$ cat config.mk
export PLATFORM = sky130hd
export DESIGN_NAME = fir_tap_loader
export DESIGN_NICKNAME = d
export VERILOG_FILES = /design/src/rtl/fir_tap_loader.sv
export SDC_FILE = /design/constraint.sdc
export NUM_CORES = 1
export LEC_CHECK = 0
export CORE_MARGIN = 2
export CORE_UTILIZATION = 63
export DETAILED_ROUTE_END_ITERATION = 10
export GPL_ROUTABILITY_DRIVEN = 0
export PLACE_DENSITY = 0.82
export SETUP_SLACK_MARGIN = 0.02
export SLEW_MARGIN = 20
export SYNTH_ARGS = -nofsm -noshare
export SYNTH_HDL_FRONTEND = slang
export SYNTH_SLANG_ARGS = --single-unit
$ cat constraint.sdc
create_clock -name clk -period 5.3 [get_ports clk]
set_input_delay 0.795 -clock clk [delete_from_list [all_inputs] [get_ports clk]]
set_output_delay 0.795 -clock clk [all_outputs]
set_load 0.01 [all_outputs]
$ cat src/rtl/fir_tap_loader.sv
// Tap-coefficient loader: software-written tap RAM streamed to a FIR core over
// a valid/ready port, with sticky done / timeout / write-collision status.
module fir_tap_loader #(
  parameter int G_NUM_TAPS_LOG2 = 4,
  parameter int G_TAP_WIDTH     = 16,
  parameter int G_DONE_TIMEOUT  = 255
) (
  input  logic                       clk,
  input  logic                       reset,
  input  logic                       enable,
  input  logic [G_NUM_TAPS_LOG2-1:0] wr_addr,
  input  logic [G_TAP_WIDTH-1:0]     wr_data,
  input  logic                       wr_en,
  input  logic                       start,
  output logic                       busy,
  output logic                       done,
  output logic                       error,
  output logic                       wr_collision,
  output logic [G_TAP_WIDTH-1:0]     tap_dout,
  output logic                       tap_dout_valid,
  input  logic                       tap_dout_ready,
  output logic                       tap_dout_last,
  input  logic                       tap_sink_done
);

  localparam int                         N        = 1 << G_NUM_TAPS_LOG2;
  localparam logic [G_NUM_TAPS_LOG2-1:0] LAST_IDX = {G_NUM_TAPS_LOG2{1'b1}};
  localparam logic [7:0]                 TO_LAST  = 8'(G_DONE_TIMEOUT - 1);

  typedef enum logic [1:0] {IDLE, FETCH, STREAM, WAIT_DONE} state_t;

  state_t                     state;
  logic [G_NUM_TAPS_LOG2-1:0] idx;
  logic [G_NUM_TAPS_LOG2-1:0] idx_nxt;
  logic [G_NUM_TAPS_LOG2-1:0] rd_addr;
  logic [7:0]                 timer;
  logic                       fire;
  logic [G_TAP_WIDTH-1:0]     ram [N];

  assign fire    = tap_dout_valid & tap_dout_ready;
  assign idx_nxt = idx + 1'b1;
  // Re-reading the current index while stalled keeps tap_dout stable; the RAM
  // cannot change underneath because writes are dropped outside IDLE.
  assign rd_addr = (state == STREAM && fire) ? idx_nxt : idx;

  always_ff @(posedge clk) begin
    if (wr_en && state == IDLE)
      ram[wr_addr] <= wr_data;
    tap_dout <= ram[rd_addr];
  end

  always_ff @(posedge clk) begin
    if (reset || !enable) begin
      state          <= IDLE;
      idx            <= '0;
      timer          <= '0;
      busy           <= 1'b0;
      done           <= 1'b0;
      error          <= 1'b0;
      wr_collision   <= 1'b0;
      tap_dout_valid <= 1'b0;
      tap_dout_last  <= 1'b0;
    end else begin
      if (wr_en && state != IDLE)
        wr_collision <= 1'b1;
      case (state)
        IDLE: begin
          if (start) begin
            state        <= FETCH;
            busy         <= 1'b1;
            done         <= 1'b0;
            error        <= 1'b0;
            wr_collision <= 1'b0;
            idx          <= '0;
            timer        <= '0;
          end
        end
        FETCH: begin
          state          <= STREAM;
          tap_dout_valid <= 1'b1;
          tap_dout_last  <= (idx == LAST_IDX);
        end
        STREAM: begin
          if (fire) begin
            if (idx == LAST_IDX) begin
              state          <= WAIT_DONE;
              tap_dout_valid <= 1'b0;
              tap_dout_last  <= 1'b0;
              timer          <= '0;
            end else begin
              idx           <= idx_nxt;
              tap_dout_last <= (idx_nxt == LAST_IDX);
            end
          end
        end
        WAIT_DONE: begin
          if (tap_sink_done) begin
            state <= IDLE;
            busy  <= 1'b0;
            done  <= 1'b1;
          end else if (timer == TO_LAST) begin
            state <= IDLE;
            busy  <= 1'b0;
            error <= 1'b1;
          end else begin
            timer <= timer + 8'd1;
          end
        end
        default: state <= IDLE;
      endcase
    end
  end

endmodule

==> impl_metrics.py <==
metrics = {
    "run_status": {
        "status": "finished clean",
    },
    "synth": {
        "synth_area_mm2": 0.01310,
        "synth_cells": 1025,
        "ys_warn_count": 0,
        "avgSynthCellArea_um2": 12.78,
        "ys_ff_latch": 292,
        "ys_types": 55,
        "synth_nets": 1060,
        "yosysSeqAreaShare": 0.6420,
        "async_reset_ff_frac": 0,
        "synth_flop_cell": "edfxtp_1",
        "synth-edff-count": 256,
    },
    "drt": {
        "firstDrtPassIters": 6,
        "ant_nets": 0,
        "wl_met3_mm": 4.804,
        "routed_wl_mm": 34.82,
        "drtIter0Drc": 1416,
        "wl_met1_mm": 12.82,
        "routed.top_layer": "met5",
        "drc": 0,
        "wl_per_cell_um": 26.34,
        "routed_via_density": 7.518,
        "wl_met2_mm": 15.93,
        "vias": 9939,
    },
    "clock_network": {
        "cts.path.max_buffers": 3,
        "post_cts_resized": 0,
        "tritoncts": "yes",
        "insertion_delay_ns": 0.55,
        "root_buffer": "clkbuf_16",
        "postCtsSetupBuffers": 0,
        "clk_pin_slew_ns": 0.06,
        "holdBufCountCts": 0,
        "cts_buffers": 29,
        "cts-htree-levels": 1,
        "cts.sinks": 292,
    },
    "worst_setup_path": {
        "cp_cell_sequence": "buf_4 > nand3_1 > o211ai_2 > o21ai_0 > o2111ai_1",
        "path_max_fanout": 65,
        "cp_data_arrival_time_ns": 4.08,
        "startpoint_type": "flip-flop",
        "worst_path_max_delay_cell": "o211ai_2",
        "path_class": "reg -> reg",
        "worst_ep_required_time_ns": 5.75,
        "crit_path_max_incr_delay_ns": 1.06,
        "cp-end-kind": "flip-flop",
        "r2r_cells": 5,
    },
    "timing": {
        "slew_viol_final": 0,
        "tightest_slew_ns": 1.228,
        "rsz0062_at_grt": "no",
        "relSlewSlack": 0.1788,
        "worst_slack_ns": 1.667,
        "period_needed_ns": 3.633,
        "setup_viol": 0,
        "min_period_over_period": 0.6856,
        "max_freq_mhz": 275.2,
        "finalClockSkew_ns": 0.01607,
        "tns_ns": 0,
        "hold_violations": 0,
    },
    "power": {
        "leakage_uw": 0.004326,
        "ir_drop_v": 0.0002700,
        "power_density_mw_per_mm2": 313.9,
    },
    "cells_and_area": {
        "fillers": 1319,
        "drive_above_1_share": 0.1018,
        "layout_common_cells": "256 x edfxtp_1, 93 x o22ai_1, 84 x o21ai_0",
        "layout_commonest_cell": "edfxtp_1",
        "multi_input_area_mm2": 0.004309,
        "syn2layout_area_growth_pct": 11.84,
        "fin_nets": 1066,
        "seqCellArea_mm2": 0.008412,
    },
    "global_route": {
        "overflow": 0,
        "grt_max_degree": 98,
        "grt_pass1_wl_mm": 52.55,
        "grt_usage": 0.3148,
        "antenna_found_initial": 2,
        "first_global_vias": 9250,
    },
    "placed_design": {
        "pre_cts_ws_ns": 1.760,
        "hpwl_mm": 19.31,
        "io_buffer_count": 48,
    },
    "hold_path": {
        "hold_path_depth": 2,
        "worst_hold_path_type": "reg -> reg",
    },
    "floorplanning": {
        "start_util": 0.6452,
        "dieHeight_um": 148.2,
        "die_w_um": 148.2,
        "die_area_mm2": 0.02196,
        "fp.coreArea_mm2": 0.02030,
        "fp-row-count": 52,
        "ios": 49,
    },
    "job": {
        "max-cap-violations": 0,
    },
}
==> layout make-up <==
cell class | count | share of cell area
Clock inverter | 14 | 0.008200
Tap cell | 270 | 0.02306
Multi-Input combinational cell | 627 | 0.2942
Timing Repair Buffer | 71 | 0.04596
Clock buffer | 37 | 0.05159
Sequential cell | 292 | 0.5743
Inverter | 10 | 0.002563
Antenna cell | 1 | 0.0001708
==> worst paths after layout <==
| kind | startpoint | to | slack [ns] |
|---|---|---|---|
| hold reg to reg | wr_collision | wr_collision | 0.49 |
| setup reg to reg | idx[0] | tap_dout[0] | 1.67 |
| setup / recovery | idx[0] | tap_dout[0] | 1.67 |
| hold / removal | wr_collision | wr_collision | 0.49 |
==> per-layer routing <==
metal,global-route usage,up-vias
li1,-,4258
met1,0.4394,4832
met2,0.4900,741
met3,0.07975,106
met4,0.1090,2
met5,0,-
==> cells in the mapped netlist (all sizes together) (2+ instances only) <==
library cell | count | area (um2)
edfxtp | 256 | 7687
o22ai | 93 | 581.8
o21ai | 84 | 420.4
o32ai | 79 | 691.9
nor2 | 60 | 225.2
clkbuf | 57 | 216.5
nor3 | 55 | 275.3
o221ai | 48 | 420.4
nand2 | 44 | 165.2
buf | 39 | 197.7
dfxtp | 36 | 720.7
nand3 | 29 | 157.7
a21oi | 19 | 95.09
o2111ai | 16 | 140.1
mux4 | 15 | 337.8
nand4 | 10 | 62.56
ha | 8 | 100.1
inv | 8 | 30.03
nand2b | 8 | 50.05
or3 | 6 | 37.54
xnor2 | 6 | 52.55
nor4 | 5 | 31.28
mux2i | 4 | 40.04
nor2b | 4 | 25.02
o211ai | 4 | 35.03
o221a | 4 | 45.04
a31oi | 3 | 48.80
or4 | 3 | 30.03
and4 | 2 | 17.52
clkinv | 2 | 7.510
o31ai | 2 | 15.01
==> cells by family (layout without fill, tap and decap cells) <==
kind of cell / count (synthesis) / in the layout / share of synthesized area
multiplexers: 19 / 19 / 0.02885
flip-flops: 292 / 292 / 0.6420
adder cells (fa/ha/maj): 8 / 8 / 0.007643
XOR/XNOR: 6 / 6 / 0.004012
other: 0 / 1 / 0
AO/OA/AOI/OAI: 363 / 363 / 0.1976
buffers and inverters: 106 / 132 / 0.03449
AND/OR/NAND/NOR: 231 / 231 / 0.08550
==> state kept, by name, summed over array words and instances, names as in the netlist <==
register,count
busy,1
done,1
error,1
idx,4
ram,256
state,2
tap_dout,16
tap_dout_last,1
tap_dout_valid,1
timer,8
wr_collision,1
==> worst max-delay path, delay by kind of cell, from the launching register on <==
| family | cells | cell delay [ns] |
|---|---|---|
| compound gates | 3 | 1.60 |
| flops | 1 | 0.84 |
| buf+inv | 1 | 0.72 |
| simple gates | 1 | 0.34 |
==> report_power, final <==
| part | leakage [uW] | internal, uW | total [uW] | switching, uW |
|---|---|---|---|---|
| sequential | 0.00261 | 2530 | 2540 | 15.3 |
| combinational | 0.00129 | 46.9 | 138 | 91.0 |
| clock | 0.000423 | 1100 | 1920 | 819 |
==> stage by stage <==
stage	hold WS [ns]	utilization	area (um2)	total power [uW]	instances
after detailed placement	0.4865	0.6765	13730	2726	1269
final	0.4924	0.7216	14650	4598	1322
after CTS	0.4944	0.7196	14610	4605	1320
after floorplan	0.4990	-	13100	2645	1025
after global placement	0.4728	0.6762	13730	2720	1269
after global routing	0.5298	0.7215	14650	4709	1321
Note: power is estimated with default switching activity, not from simulation.
==> variant 1 (same settings) <==
Put one more register stage on the output `error`. The value now appears one clock later. The other outputs are not delayed to match.
--- a/src/rtl/fir_tap_loader.sv
+++ b/src/rtl/fir_tap_loader.sv
@@ -31,2 +31,4 @@
 
+  logic error_s0;
+
   state_t                     state;
@@ -58,3 +60,3 @@
       done           <= 1'b0;
-      error          <= 1'b0;
+      error_s0       <= 1'b0;
       wr_collision   <= 1'b0;
@@ -71,3 +73,3 @@
             done         <= 1'b0;
-            error        <= 1'b0;
+            error_s0     <= 1'b0;
             wr_collision <= 1'b0;
@@ -103,3 +105,3 @@
             busy  <= 1'b0;
-            error <= 1'b1;
+            error_s0 <= 1'b1;
           end else begin
@@ -113,2 +115,6 @@
 
+  always_ff @(posedge clk) begin
+    error <= error_s0;
+  end
+
 endmodule
Function: same outputs for any inputs over 4 cycles, from zero or initial values; that may be too few to reach the edited logic, so the function may still have changed.
==> variant 1 against the unedited design <==
  * Synthesized cell count is 1.1% higher
  * Total power increased by 5.7%
  * Via count decreased by 4.5%
  * Clock skew grew 5.4 ps
  * Design area increased by 3.1%
  * Routed wire length is 7.7% lower
  * Clock power increased by 13%
  * Setup slack lost 210 ps
  * Sequential cell count up 1
  * Area after synthesis is 2.1% higher
  * Critical path type unchanged
==> variant 1: results (changes against the unedited design) <==
Routing
  • Met3 Routed Length: 2750 µm (was 4800 µm)
  • Vias/cell: 7.00 (was 7.52)
  • DR pass1 iterations: 5 (was 6)
  • DR iter-0 viols: 990 (was 1416)
  • Max layer used: met4 (was met5)
  • Met1 WL: 12400 µm (was 12800 µm)
  • Metal2 WL: 16000 µm (was 15900 µm)
  • Drt total wl: 32100 µm (was 34800 µm)
  • WL/cell: 23.7 µm (was 26.3 µm)

Logic synthesis
  • Seq/Total Area, Yosys: 0.630 (was 0.642)
  • Post-synth top cells: 256 x edfxtp_1, 130 x nand3_1, 116 x mux2i_1, 48 x o221ai_1 (was 256 x edfxtp_1, 93 x o22ai_1, 84 x o21ai_0, 79 x o32ai_1, 60 x nor2_1)
  • Count of cell types in the netlist: 56 (was 55)
  • Syn_nets: 1071 (was 1060)
  • Area share of the largest cell type after synthesis: 0.575 (was 0.587)
  • Synth top area cells: edfxtp_1 57%, mux2i_1 8.7%, dfxtp_1 5.5% (was edfxtp_1 59%, dfxtp_1 5.5%, o32ai_1 5.3%)
  • Gate Count Post-Synth: 1036 (was 1025)

Min path
  • Hold Startpoint: error_s0$_SDFFE_PP0P_ (was wr_collision$_SDFF_PP0_)

Critical path
  • CP peak stage delay: 1040 ps (was 1060 ps)
  • Slowest CP cell: ha_4 (was o211ai_2)
  • Top delay family on crit path: simple AND/OR/NAND/NOR gates (was compound AO/OA/AOI/OAI gates)
  • R2R Setup Slk: 1460 ps (was 1670 ps)
  • R2R depth: 7 (was 5)
  • FF-to-FF End: tap_dout[13]$_DFF_P_ (was tap_dout[0]$_DFF_P_)
  • Max FO, Critical Path: 54 (was 65)

GRT
  • Vias in the first global route: 9185 (was 9250)
  • Initial antenna violation count: 0 (was 2)
  • GRT Total Usage: 0.288 (was 0.315)
  • Met3 usage: 0.0387 (was 0.0798)
  • Met2 Use GR: 0.489 (was 0.490)
  • GR Util met1: 0.385 (was 0.439)
  • Pin count of the biggest net entering global routing: 93 (was 98)
  • Global-route wire length before repair: 50000 µm (was 52600 µm)

Run status
  • Status: complete, no violations (unchanged)

STA
  • Worst-Margin Slew: 1100 ps (was 1230 ps)
  • Final Skew: 21.5 ps (was 16.1 ps)

Power
  • Switching pwr: 0.979 mW (was 0.926 mW)
  • LEAKAGE: 5.07 nW (was 4.33 nW)
  • VDD IR-drop max: 0.290 mV (was 0.270 mV)

Clocking
  • Clk_lat worst skew: 570 ps (was 550 ps)

Placed design
  • Cell total after placement: 1302 (was 1269)
  • HPWL Detailed: 18900 µm (was 19300 µm)

Finish
  • Fillers: 1358 (was 1319)
  • Layout cells sized above 1: 0.106 (was 0.102)
[variant 1: cell count changes in the layout (fill, tap and decap cells not counted), sizes merged, moves of 17 or more]
cell / before / now
nor3: 55 / 11
or3: 6 / 33
mux2i: 4 / 116
o32ai: 79 / 0
o21ai: 84 / 22
or2: 1 / 18
o22ai: 93 / 33
nor2: 60 / 30
nand3: 29 / 131
[variant 1: kinds of logic after synthesis]
family,count (synthesis),share of synthesized area
flops,293,0.630
simple gates,313,0.122
fa+ha+maj,8,0.00749
mux,126,0.0961
buf+inv,91,0.0287
compound gates,205,0.116
[variant 1: worst min-delay path by stage]
stage                          endpoint  slack, ps  cells after the start
after detailed placement  error$_DFF_P_        360                      0
after global routing      error$_DFF_P_        380                      0
after floorplan           error$_DFF_P_        330                      0
after CTS                 error$_DFF_P_        370                      0
after global placement    error$_DFF_P_        340                      0
final                     error$_DFF_P_        370                      0
[variant 1: stage by stage]
stage          instance area, µm²  hold slack, ps  setup slack, ps
4_1_cts                     15100             367             1480
2_1_floorplan               13400             331             2430
5_1_grt                     15100             377             1240
3_3_place_gp                14100             340             1540
6_report                    15100             366             1460
3_5_place_dp                14100             360             1420
[variant 1: final cells by class]
type / count / area, µm² / share of cell area
well taps: 275 / 344 / 0.0228
flip-flops and latches: 293 / 8440 / 0.559
multi-input cells: 652 / 4610 / 0.305
inverters: 7 / 26.3 / 0.00174
repair buffers: 75 / 683 / 0.0452
clock buffers: 38 / 790 / 0.0523
clock inverters: 16 / 218 / 0.0144
[variant 1: power by group through the flow]
stage	combinational [mW]	sequential, mW	clock (mW)
2_1_floorplan	0.0585	2.60	0
6_report	0.141	2.55	2.17
5_1_grt	0.153	2.55	2.27
3_3_place_gp	0.135	2.59	0
3_5_place_dp	0.140	2.60	0
4_1_cts	0.141	2.55	2.18
==> variant 2 (same settings) <==
Made on the original files. Change the parameter `G_DONE_TIMEOUT` from 255 to 127.
--- a/src/rtl/fir_tap_loader.sv
+++ b/src/rtl/fir_tap_loader.sv
@@ -5,3 +5,3 @@
   parameter int G_TAP_WIDTH     = 16,
-  parameter int G_DONE_TIMEOUT  = 255
+  parameter int G_DONE_TIMEOUT  = 127
 ) (
Behaviour: same outputs for any inputs over 4 cycles, from zero or initial values; that may be too few to reach the edited logic, so the function may still have changed.
==> variant 2 against the unedited design <==
  * Clock skew is 7.1 ps lower
  * Sequential cell count stayed put
  * First-iteration DRC count is 0.28% lower
  * Routed wire length is 1.5% higher
  * Setup slack better by 220 ps
  * Combinational power hardly changed
  * Design area is 1.5% higher
  * Area after synthesis is 0.31% lower
  * Total power is 7.1% higher
  * Critical path type unchanged
  * Critical endpoint is now tap_dout[11]$_DFF_P_
  * Largest power group unchanged
  * Highest routed layer is now met4
==> variant 2: results (changes against the unedited design) <==
Run status
  • Status: complete, no violations (unchanged)

GRT
  • Global-route wire length before repair: 53800 µm (was 52600 µm)
  • Vias in the first global route: 9778 (was 9250)

Routing
  • DR pass1 iterations: 5 (was 6)
  • DR iter-0 viols: 1412 (was 1416)
  • Met1 WL: 12800 µm (about the same)
  • Max layer used: met4 (was met5)
  • Vias/cell: 7.56 (was 7.52)
  • Drt total wl: 35300 µm (was 34800 µm)
  • WL/cell: 26.5 µm (was 26.3 µm)

Power
  • VDD IR-drop max: 0.270 mV (about the same)
  • Seq pwr share: 0.517 (was 0.553)

Logic synthesis
  • Seq/Total Area, Yosys: 0.644 (was 0.642)
  • Count of cell types in the netlist: 59 (was 55)
  • Post-synthesis adder-cell area fraction: 0.00767 (was 0.00764)
  • Xor/xnor share of the synthesized area: 0.00402 (was 0.00401)
  • Post-synth top cells: 256 x edfxtp_1, 93 x o22ai_1, 83 x o21ai_0, 79 x o32ai_1, 75 x clkbuf_1 (was 256 x edfxtp_1, 93 x o22ai_1, 84 x o21ai_0, 79 x o32ai_1, 60 x nor2_1)

Finish
  • Layout cells sized above 1: 0.110 (was 0.102)
  • Non-clock buffer share: 0.0476 (was 0.0460)
  • # diodes: 2 (was 1)
  • Comb_multi_in: 631 (was 627)
  • Multi-input gate area: 4310 µm² (about the same)
  • Clkbuf count: 40 (was 37)
  • Clock buf/inv share: 0.0711 (was 0.0598)

Min path
  • Worst Hold End: error$_SDFFE_PP0P_ (was wr_collision$_SDFF_PP0_)
  • Hold Startpoint: error$_SDFFE_PP0P_ (was wr_collision$_SDFF_PP0_)

STA
  • Final hold slack: 491 ps (was 492 ps)

Critical path
  • Top delay family on crit path: simple AND/OR/NAND/NOR gates (was compound AO/OA/AOI/OAI gates)
  • Slowest CP cell: a31oi_2 (was o211ai_2)
  • R2R Setup Slk: 1880 ps (was 1670 ps)
  • CP peak stage delay: 1010 ps (was 1060 ps)
  • Worst R2R Start: idx[1]$_SDFFE_PP0P_ (was idx[0]$_SDFFE_PP0P_)
  • Max FO, Critical Path: 19 (was 65)
## variant 2: changes by cell type after synthesis, moves of 3 or more
cell | before | now
clkbuf_1 | 55 | 75
nand3_1 | 28 | 25
a31oi_1 | 1 | 4
o21ai_1 | 0 | 4
buf_4 | 6 | 1
buf_2 | 17 | 12
buf_1 | 15 | 6
nor4_1 | 5 | 1
## variant 2: stage by stage
stage / instance area [µm²] / total power, mW / setup slack (ps)
6_report: 14900 / 4.92 / 1880
5_1_grt: 14900 / 5.03 / 1860
4_1_cts: 14800 / 4.93 / 2010
3_5_place_dp: 13800 / 2.73 / 1700
3_3_place_gp: 13800 / 2.72 / 1840
2_1_floorplan: 13100 / 2.64 / 2400
## variant 2: logic make-up after synthesis
kind of cell	count (synthesis)
mux	17
buf+inv	105
xor+xnor	6
fa+ha+maj	8
simple gates	234
compound gates	366
flops	292
